`src/rtl/pfb_mac_sched_if.sv`:
```
// Frame-start handshake and MAC-chain control bundle between the PFB scheduler
// (slave) and the host / DSP cascade (master).
interface pfb_mac_sched_if #(
    parameter int PHASE_LOG2 = 6,
    parameter int TAP_LOG2   = 3,
    parameter int BUF_AW     = 10
);
    logic                           start_valid;
    logic [BUF_AW-1:0]              start_base;
    logic                           start_ready;
    logic [PHASE_LOG2+TAP_LOG2-1:0] coef_addr;
    logic [BUF_AW-1:0]              buf_addr;
    logic                           mac_en;
    logic                           mac_first;
    logic                           mac_last;
    logic                           dout_valid;
    logic [PHASE_LOG2-1:0]          dout_phase;
    logic                           dout_last;
    logic                           busy;

    modport master (
        output start_valid, start_base,
        input  start_ready, coef_addr, buf_addr, mac_en, mac_first, mac_last,
               dout_valid, dout_phase, dout_last, busy
    );

    modport slave (
        input  start_valid, start_base,
        output start_ready, coef_addr, buf_addr, mac_en, mac_first, mac_last,
               dout_valid, dout_phase, dout_last, busy
    );
endinterface

```
`src/rtl/pfb_mac_sched.sv`:
```
// Polyphase filterbank MAC scheduler: walks phase x tap per frame, drives the MAC
// chain and tags each rounded result with its phase after the pipeline latency.
module pfb_mac_sched #(
    parameter int PHASE_LOG2 = 6,
    parameter int TAP_LOG2   = 3,
    parameter int BUF_AW     = 10,
    parameter int PIPE_LAT   = 5
) (
    input  logic           clk,
    input  logic           reset_n,
    input  logic           ce,
    pfb_mac_sched_if.slave bus
);
    // state | meaning
    // IDLE  | waiting for a frame start, start_ready high
    // RUN   | issuing one tap per ce cycle
    // DRAIN | final phase still inside the delay line
    localparam int CW = PHASE_LOG2 + TAP_LOG2;

    typedef enum logic [1:0] {
        IDLE  = 2'd0,
        RUN   = 2'd1,
        DRAIN = 2'd2
    } state_t;

    typedef struct packed {
        logic                  valid;
        logic [PHASE_LOG2-1:0] phase;
        logic                  last;
    } dl_t;

    state_t                state_q, state_d;
    logic [PHASE_LOG2-1:0] phase_q, phase_d;
    logic [TAP_LOG2-1:0]   tap_q, tap_d;
    logic [BUF_AW-1:0]     base_q, base_d;
    logic                  start_ready_q, start_ready_d;
    logic                  busy_q, busy_d;
    logic                  mac_en_q, mac_en_d;
    logic                  mac_first_q, mac_first_d;
    logic                  mac_last_q, mac_last_d;
    logic [CW-1:0]         coef_addr_q, coef_addr_d;
    logic [BUF_AW-1:0]     buf_addr_q, buf_addr_d;
    dl_t                   dl_q [PIPE_LAT];
    dl_t                   dl_d [PIPE_LAT];
    logic                  accept;
    logic [PHASE_LOG2-1:0] issue_phase;

    assign accept      = bus.start_valid && start_ready_q;
    assign issue_phase = coef_addr_q[CW-1:TAP_LOG2];

    always_comb begin
        state_d       = state_q;
        phase_d       = phase_q;
        tap_d         = tap_q;
        base_d        = base_q;
        start_ready_d = start_ready_q;
        mac_en_d      = 1'b0;
        mac_first_d   = 1'b0;
        mac_last_d    = 1'b0;
        coef_addr_d   = '0;
        buf_addr_d    = '0;

        case (state_q)
            IDLE: begin
                start_ready_d = !accept;
                if (accept) begin
                    base_d  = bus.start_base;
                    phase_d = '0;
                    tap_d   = '0;
                    state_d = RUN;
                end
            end
            RUN: begin
                mac_en_d    = 1'b1;
                coef_addr_d = {phase_q, tap_q};
                // {tap,phase} == tap*2^PHASE_LOG2 + phase; the add wraps at 2^BUF_AW
                buf_addr_d  = base_q + BUF_AW'({tap_q, phase_q});
                mac_first_d = (tap_q == '0);
                mac_last_d  = &tap_q;
                tap_d       = tap_q + TAP_LOG2'(1);
                if (&tap_q) begin
                    phase_d = phase_q + PHASE_LOG2'(1);
                    if (&phase_q) begin
                        state_d = DRAIN;
                    end
                end
            end
            DRAIN: begin
                if (dl_q[PIPE_LAT-1].valid && dl_q[PIPE_LAT-1].last) begin
                    state_d       = IDLE;
                    start_ready_d = 1'b1;
                end
            end
            default: begin
                state_d = IDLE;
            end
        endcase

        busy_d = (state_d != IDLE);
    end

    // Delay line is fed from the registered issue outputs so dout trails mac_last by PIPE_LAT.
    always_comb begin
        dl_d[0] = '{valid: mac_last_q, phase: issue_phase, last: mac_last_q && (&issue_phase)};
        for (int i = 1; i < PIPE_LAT; i++) begin
            dl_d[i] = dl_q[i-1];
        end
    end

    always_ff @(posedge clk or negedge reset_n) begin
        if (!reset_n) begin
            state_q       <= IDLE;
            phase_q       <= '0;
            tap_q         <= '0;
            base_q        <= '0;
            start_ready_q <= 1'b0;
            busy_q        <= 1'b0;
            mac_en_q      <= 1'b0;
            mac_first_q   <= 1'b0;
            mac_last_q    <= 1'b0;
            coef_addr_q   <= '0;
            buf_addr_q    <= '0;
            for (int i = 0; i < PIPE_LAT; i++) begin
                dl_q[i] <= '0;
            end
        end else if (ce) begin
            state_q       <= state_d;
            phase_q       <= phase_d;
            tap_q         <= tap_d;
            base_q        <= base_d;
            start_ready_q <= start_ready_d;
            busy_q        <= busy_d;
            mac_en_q      <= mac_en_d;
            mac_first_q   <= mac_first_d;
            mac_last_q    <= mac_last_d;
            coef_addr_q   <= coef_addr_d;
            buf_addr_q    <= buf_addr_d;
            for (int i = 0; i < PIPE_LAT; i++) begin
                dl_q[i] <= dl_d[i];
            end
        end
    end

    assign bus.start_ready = start_ready_q;
    assign bus.busy        = busy_q;
    assign bus.mac_en      = mac_en_q;
    assign bus.mac_first   = mac_first_q;
    assign bus.mac_last    = mac_last_q;
    assign bus.coef_addr   = coef_addr_q;
    assign bus.buf_addr    = buf_addr_q;
    assign bus.dout_valid  = dl_q[PIPE_LAT-1].valid;
    assign bus.dout_phase  = dl_q[PIPE_LAT-1].phase;
    assign bus.dout_last   = dl_q[PIPE_LAT-1].last;
endmodule

```
`src/flat_wrapper.sv`:
```
// flat-port wrapper written by rule: the top's interface ports become plain ports
module pfb_mac_sched_flat 
#(
    parameter int PHASE_LOG2 = 6,
    parameter int TAP_LOG2   = 3,
    parameter int BUF_AW     = 10,
    parameter int PIPE_LAT   = 5
)
  (clk, reset_n, ce, bus_start_valid, bus_start_base, bus_start_ready, bus_coef_addr, bus_buf_addr, bus_mac_en, bus_mac_first, bus_mac_last, bus_dout_valid, bus_dout_phase, bus_dout_last, bus_busy);
  pfb_mac_sched_if #(.PHASE_LOG2(PHASE_LOG2), .TAP_LOG2(TAP_LOG2), .BUF_AW(BUF_AW)) bus_i ();
  input  logic clk;
  input  logic reset_n;
  input  logic ce;
  input wire logic [$bits(bus_i.start_valid)-1:0] bus_start_valid;
  input wire logic [$bits(bus_i.start_base)-1:0] bus_start_base;
  output wire logic [$bits(bus_i.start_ready)-1:0] bus_start_ready;
  output wire logic [$bits(bus_i.coef_addr)-1:0] bus_coef_addr;
  output wire logic [$bits(bus_i.buf_addr)-1:0] bus_buf_addr;
  output wire logic [$bits(bus_i.mac_en)-1:0] bus_mac_en;
  output wire logic [$bits(bus_i.mac_first)-1:0] bus_mac_first;
  output wire logic [$bits(bus_i.mac_last)-1:0] bus_mac_last;
  output wire logic [$bits(bus_i.dout_valid)-1:0] bus_dout_valid;
  output wire logic [$bits(bus_i.dout_phase)-1:0] bus_dout_phase;
  output wire logic [$bits(bus_i.dout_last)-1:0] bus_dout_last;
  output wire logic [$bits(bus_i.busy)-1:0] bus_busy;
  assign bus_i.start_valid = bus_start_valid;
  assign bus_i.start_base = bus_start_base;
  assign bus_start_ready = bus_i.start_ready;
  assign bus_coef_addr = bus_i.coef_addr;
  assign bus_buf_addr = bus_i.buf_addr;
  assign bus_mac_en = bus_i.mac_en;
  assign bus_mac_first = bus_i.mac_first;
  assign bus_mac_last = bus_i.mac_last;
  assign bus_dout_valid = bus_i.dout_valid;
  assign bus_dout_phase = bus_i.dout_phase;
  assign bus_dout_last = bus_i.dout_last;
  assign bus_busy = bus_i.busy;
  pfb_mac_sched #(.PHASE_LOG2(PHASE_LOG2), .TAP_LOG2(TAP_LOG2), .BUF_AW(BUF_AW), .PIPE_LAT(PIPE_LAT)) u_core (.clk(clk), .reset_n(reset_n), .ce(ce), .bus(bus_i));
endmodule
```
`config.mk`:
```
export PLATFORM = sky130hd
export DESIGN_NAME = pfb_mac_sched_flat
export DESIGN_NICKNAME = d
export VERILOG_FILES = /design/src/rtl/pfb_mac_sched_if.sv /design/src/rtl/pfb_mac_sched.sv /design/src/flat_wrapper.sv
export SDC_FILE = /design/constraint.sdc
export NUM_CORES = 1
export LEC_CHECK = 0
export ABC_CLOCK_PERIOD_IN_PS = 2300
export BUFFER_PORTS_ARGS = -buffer_cell sky130_fd_sc_hd__buf_2
export CAP_MARGIN = 10
export CORE_MARGIN = 2
export CORE_UTILIZATION = 35
export CTS_BUF_LIST = sky130_fd_sc_hd__clkbuf_8
export DETAILED_ROUTE_END_ITERATION = 10
export GPL_TIMING_DRIVEN = 0
export PLACE_DENSITY = 0.62
export SLEW_MARGIN = 30
export SYNTH_ARGS = -nofsm -noshare
export SYNTH_HDL_FRONTEND = slang
export SYNTH_SLANG_ARGS = --single-unit
```
`constraint.sdc`:
```
create_clock -name clk -period 2.3 [get_ports clk]
set_input_delay 0.345 -clock clk [delete_from_list [all_inputs] [get_ports clk]]
set_output_delay 0.345 -clock clk [all_outputs]
set_load 0.02 [all_outputs]
```
=== Word level (Yosys, flattened, before mapping) ===
Cells that the tools add are included.

* Register bits after elaboration: 85
* Input port bits: 14
* Output and inout bits: 32

* Add/sub/neg operators: 3
* Equal/unequal tests: 5
* Mux-type cells: 17
* Reductions and logical operators: 16

{| class="wikitable"
|+ Operators by type and width
! operator !! number
|-
| $mux W6 || 2
|-
| $pmux W6 S2 || 1
|-
| $reduce_and A3 Y1 || 4
|-
| $reduce_and A6 Y1 || 2
|-
| $add A10 B9 Y10 || 1
|-
| $mux W10 || 1
|-
| $mux W9 || 1
|-
| $mux W2 || 4
|-
| $add A6 B1 Y6 const B || 1
|-
| $ne A2 B1 Y1 const B || 3
|-
| $pmux W2 S3 || 1
|-
| $pmux W3 S2 || 1
|-
| $reduce_bool A2 Y1 || 3
|-
| $mux W1 || 4
|-
| $reduce_and A4 Y1 || 1
|-
| $add A3 B1 Y3 const B || 1
|-
| $logic_and A1 B1 Y1 || 3
|-
| $logic_not A3 Y1 || 1
|-
| $mux W3 || 1
|-
| $eq A2 B1 Y1 const B || 1
|-
| $eq A2 B2 Y1 const B || 1
|-
| $logic_not A2 Y1 || 1
|-
| $pmux W1 S2 || 1
|-
| $logic_not A1 Y1 || 1
|}

=== Longest topological paths before layout ===
* Depth after elaboration: 5
* Mapped depth: 8
* Mapped depth without buffers: 8

=== Least setup slack after synthesis ===
OpenSTA, ideal clock, no wires.

* Path type: reg2reg
* From: reg u_core.phase_q[0]
* To: reg u_core.buf_addr_q[6] (netlist: u_core.bus.buf_addr[6])
* Arrival time: 1.900 ns
* Slack: 0.279 ns
* Stages on the path, launching flop included: 9
* Path buffers: 0
* Cells stage by stage: dfrtp_1 ha_1 inv_1 fa_1 nor2b_4 o31a_1 o21a_1 or3_1 a41o_1

* Word-level cells in the longest chain between the ends: 2

{| class="wikitable"
|+ RTL lines
! item !! line !! source
|-
| start: declaration || pfb_mac_sched.sv:33 || <nowiki>logic [PHASE_LOG2-1:0] phase_q, phase_d;</nowiki>
|-
| start signal: assignment || pfb_mac_sched.sv:128 || <nowiki>phase_q <= phase_d;</nowiki>
|-
| $add A10 B9 Y10 || pfb_mac_sched.sv:77 || <nowiki>buf_addr_d = base_q + BUF_AW'({tap_q, phase_q});</nowiki>
|-
| $mux W10 || pfb_mac_sched.sv:63 || <nowiki>case (state_q)</nowiki>
|-
| end signal: assignment || pfb_mac_sched.sv:137 || <nowiki>buf_addr_q <= buf_addr_d;</nowiki>
|-
| end: declaration || pfb_mac_sched.sv:42 || <nowiki>logic [BUF_AW-1:0] buf_addr_q, buf_addr_d;</nowiki>
|}

No other way between the ends.
A chain may end at the register's enable or synchronous reset.

=== Final worst setup path ===
Ends and elaborated chain as after synthesis.

==> impl_metrics.py <==
metrics = {
    "cts": {
        "cts_tree": "done",
        "clkSinkCount": 85,
        "htreeDepth": 3,
        "cts_setup_buffers": 0,
        "clockRootBuffer": "clkbuf_8",
        "clk_pin_slew_worst_paths_ns": 0.09,
        "cts_buffers": 9,
        "cts.path.max_buffers": 2,
        "clock_latency_ns": 0.35,
    },
    "cells_and_area": {
        "final_area_sq_um": 4450,
        "mostFrequentLayoutCells": "dfrtp_1 (84), mux2_2 (51), buf_2 (46)",
        "drive_gt1_share_pct": 32.6,
        "area_growth_pct": 16.7,
        "final_common_cell": "dfrtp_1",
        "nets": 407,
        "n_antenna_cell": 0,
        "final_util_pct": 41.4,
    },
    "worst_setup_path": {
        "cp_slowest_stage_delay_ns": 0.46,
        "path_cells": "ha_1 -> inv_1 -> fa_1 -> nor2b_4 -> o31a_1 -> o21a_1 -> or3_1 -> a41o_1",
        "end_kind": "register",
        "crit_family": "compound AO/OA/AOI/OAI gates",
        "path_max_fanout": 6,
        "crit_buf_inv": 1,
        "cp-start-kind": "register",
        "cp.arrival_ns": 2.43,
        "critPathSlowestCell": "dfrtp_2",
        "worstPathRequired_ns": 2.54,
        "crit_type": "reg2reg",
    },
    "global_route": {
        "grt_use_total_pct": 13.4,
        "grt_pass1_vias": 2460,
        "antenna_found_initial": 0,
        "grt_max_degree": 56,
        "grt_overflow": 0,
        "grt_first_pass_wirelength_um": 12200,
    },
    "timing": {
        "maxSlewViolCount": 0,
        "finalSetupViolations": 0,
        "fin_skew_ns": 0.0111,
        "final.setup.tns_ns": 0,
        "final.min_clock_period_ns": 2.19,
        "tightest_slew_ns": 0.613,
        "slew_headroom_pct": 59.1,
        "timing.final.crit_share_pct": 95.0,
        "hold_viol": 0,
        "rsz0062_at_grt": "false",
        "fmax_ghz": 0.458,
    },
    "synth": {
        "syn_area_sq_um": 3810,
        "async_flop_share_pct": 100,
        "avgSynthCellArea_sq_um": 11.8,
        "synth_nets": 350,
        "synthCells": 322,
        "synth_ff_type": "dfrtp_1",
        "synth_edf_count": 0,
        "synth_cell_types": 40,
        "synth_seq_area_share_pct": 55.8,
        "synth_largest_area_cell": "dfrtp_1",
        "synth-seq-cells": 85,
        "yosysWarnings": 0,
        "synth_area_leaders": "dfrtp_1 (56%), mux2_2 (15%), ha_1 (4.3%), o21ai_0 (3.4%), inv_1 (2.6%)",
        "yosys.area.top_type_share_pct": 55.8,
    },
    "route": {
        "drc": 0,
        "viasPerCell": 4.83,
        "first_pass_iters": 6,
        "vias": 2526,
        "wl_um": 7360,
        "drt_iter0_markers": 148,
        "drtAntennaViolNets": 0,
        "wl_per_cell_um": 14.1,
    },
    "die": {
        "die_area_sq_um": 11700,
        "die_height_um": 108,
        "core_sq_um": 10700,
        "ios": 46,
        "start_util_pct": 35.5,
        "dieWidth_um": 108,
        "placementRows": 38,
    },
    "power": {
        "ir_drop_v": 0.000279,
        "powerDensity_nw_per_um2": 825,
        "clkPwrFrac_pct": 28.6,
        "seq_power_share_pct": 49.3,
        "power.internal_uw": 2540,
        "pwr-share-comb_pct": 22.1,
        "switchingPower_uw": 1130,
        "p_leak_uw": 0.00223,
        "swShare_pct": 30.7,
    },
    "run_status": {
        "status": "finished, final reports clean",
    },
    "job": {
        "cap_violations": 0,
    },
    "placement": {
        "gp_congestion": 0.908,
        "io_buffers": 44,
        "dp_hpwl_um": 5450,
        "dpl-instance-area_sq_um": 4240,
    },
    "hold_path": {
        "hold_class": "in2reg",
    },
}
## cell type report
type                    count  area, sq um
well taps                 140          175
multi-input cells         192         1490
flip-flops and latches     85         2130
inverters                  26         97.6
clock inverters             5         60.1
clock buffers              10          138
fillers                  1063         6300
plain buffers              19         97.6
repair buffers             46          264
## flip-flops by register name, indices dropped and copies added, names as in the netlist
register	cells
u_core.bus.busy	1
u_core.bus.mac_first	1
u_core.tap_q	3
u_core.state_q	2
u_core.bus.dout_last	1
u_core.bus.mac_en	1
u_core.base_q	10
u_core.bus.dout_phase	6
u_core.bus.mac_last	1
u_core.phase_q	6
u_core.bus.coef_addr	9
u_core.dl_d	32
u_core.bus.buf_addr	10
u_core.bus.start_ready	1
u_core.bus.dout_valid	1
## tightest hold or removal path: cells and delay by family
kind	cells	cell delay (ns)
buffers and inverters	1	0.08
and+or+nand+nor	1	0.04
AOI/OAI and AO/OA	1	0.06
## layer usage
layer / global-route usage (%) / wire [um]
met1: 18.7 / 3500
met2: 20.6 / 3420
met3: 3.32 / 310
met4: 4.40 / 131
met5: 0 / 0
## power groups by stage
stage / sequential (uW) / combinational [uW] / clock, uW
after global routing: 1840 / 914 / 1160
after floorplan: 1850 / 543 / 0
final: 1810 / 812 / 1050
after detailed placement: 1840 / 818 / 0
after global placement: 1830 / 788 / 0
after CTS: 1810 / 820 / 1090
## logic make-up (layout without fill, tap and decap cells)
logic type,count (synthesis),after routing,synth area share (%)
muxes,53,53,15.6
AOI/OAI and AO/OA,53,53,8.50
xor gates and xnor gates,7,7,1.61
buffers and inverters,45,106,5.12
adders and majority gates,14,14,4.79
and+or+nand+nor,65,65,8.57
DFF,85,85,55.8
## through the flow
step	hold WS (ns)	total power (uW)	worst slack [ns]	std cells
2_1_floorplan	0.0494	2390	0.279	322
3_3_place_gp	0.483	2620	0.133	506
3_5_place_dp	0.244	2660	0.115	507
4_1_cts	0.208	3720	0.0946	523
5_1_grt	0.215	3900	0.0199	523
6_report	0.213	3670	0.115	523
## path summary, 6_finish.rpt
path / start / end / slack [ns] / cells after the start
setup reg to reg: u_core.phase_q[0]$_DFFE_PN0P_ / u_core.bus.buf_addr[6]$_DFFE_PN0P_ / 0.11 / 8
max in group asynchronous: reset_n / u_core.phase_q[0]$_DFFE_PN0P_ / 1.31 / 3
hold / removal: bus_start_base[1] / u_core.base_q[1]$_DFFE_PN0P_ / 0.21 / 3
hold reg to reg: u_core.dl_d[22]$_DFFE_PN0P_ / u_core.dl_d[14]$_DFFE_PN0P_ / 0.50 / 1
setup / recovery: u_core.phase_q[0]$_DFFE_PN0P_ / u_core.bus.buf_addr[6]$_DFFE_PN0P_ / 0.11 / 8
min in group asynchronous: reset_n / u_core.bus.dout_phase[1]$_DFFE_PN0P_ / 0.43 / 2
## synth_stat cells (3+ instances only)
cell and instances:
nor2_1 16, xor2_1 6, o21ai_0 26, nand4_1 5, nor2b_1 5, nand3_1 14, clkbuf_1 8, a211oi_1 4
buf_2 3, nand2_1 14, dfrtp_1 85, ha_1 13, a21oi_1 6, buf_4 6, o22ai_1 4, mux2_2 51
inv_1 26
## what timing repair did
action                                  4_1_cts  5_1_grt
gates resized for setup                       0        1
endpoints found under the hold margin        30        0
endpoints found under the setup margin        0        1
hold buffers                                  1        0
(Power assumes the default switching activity.)
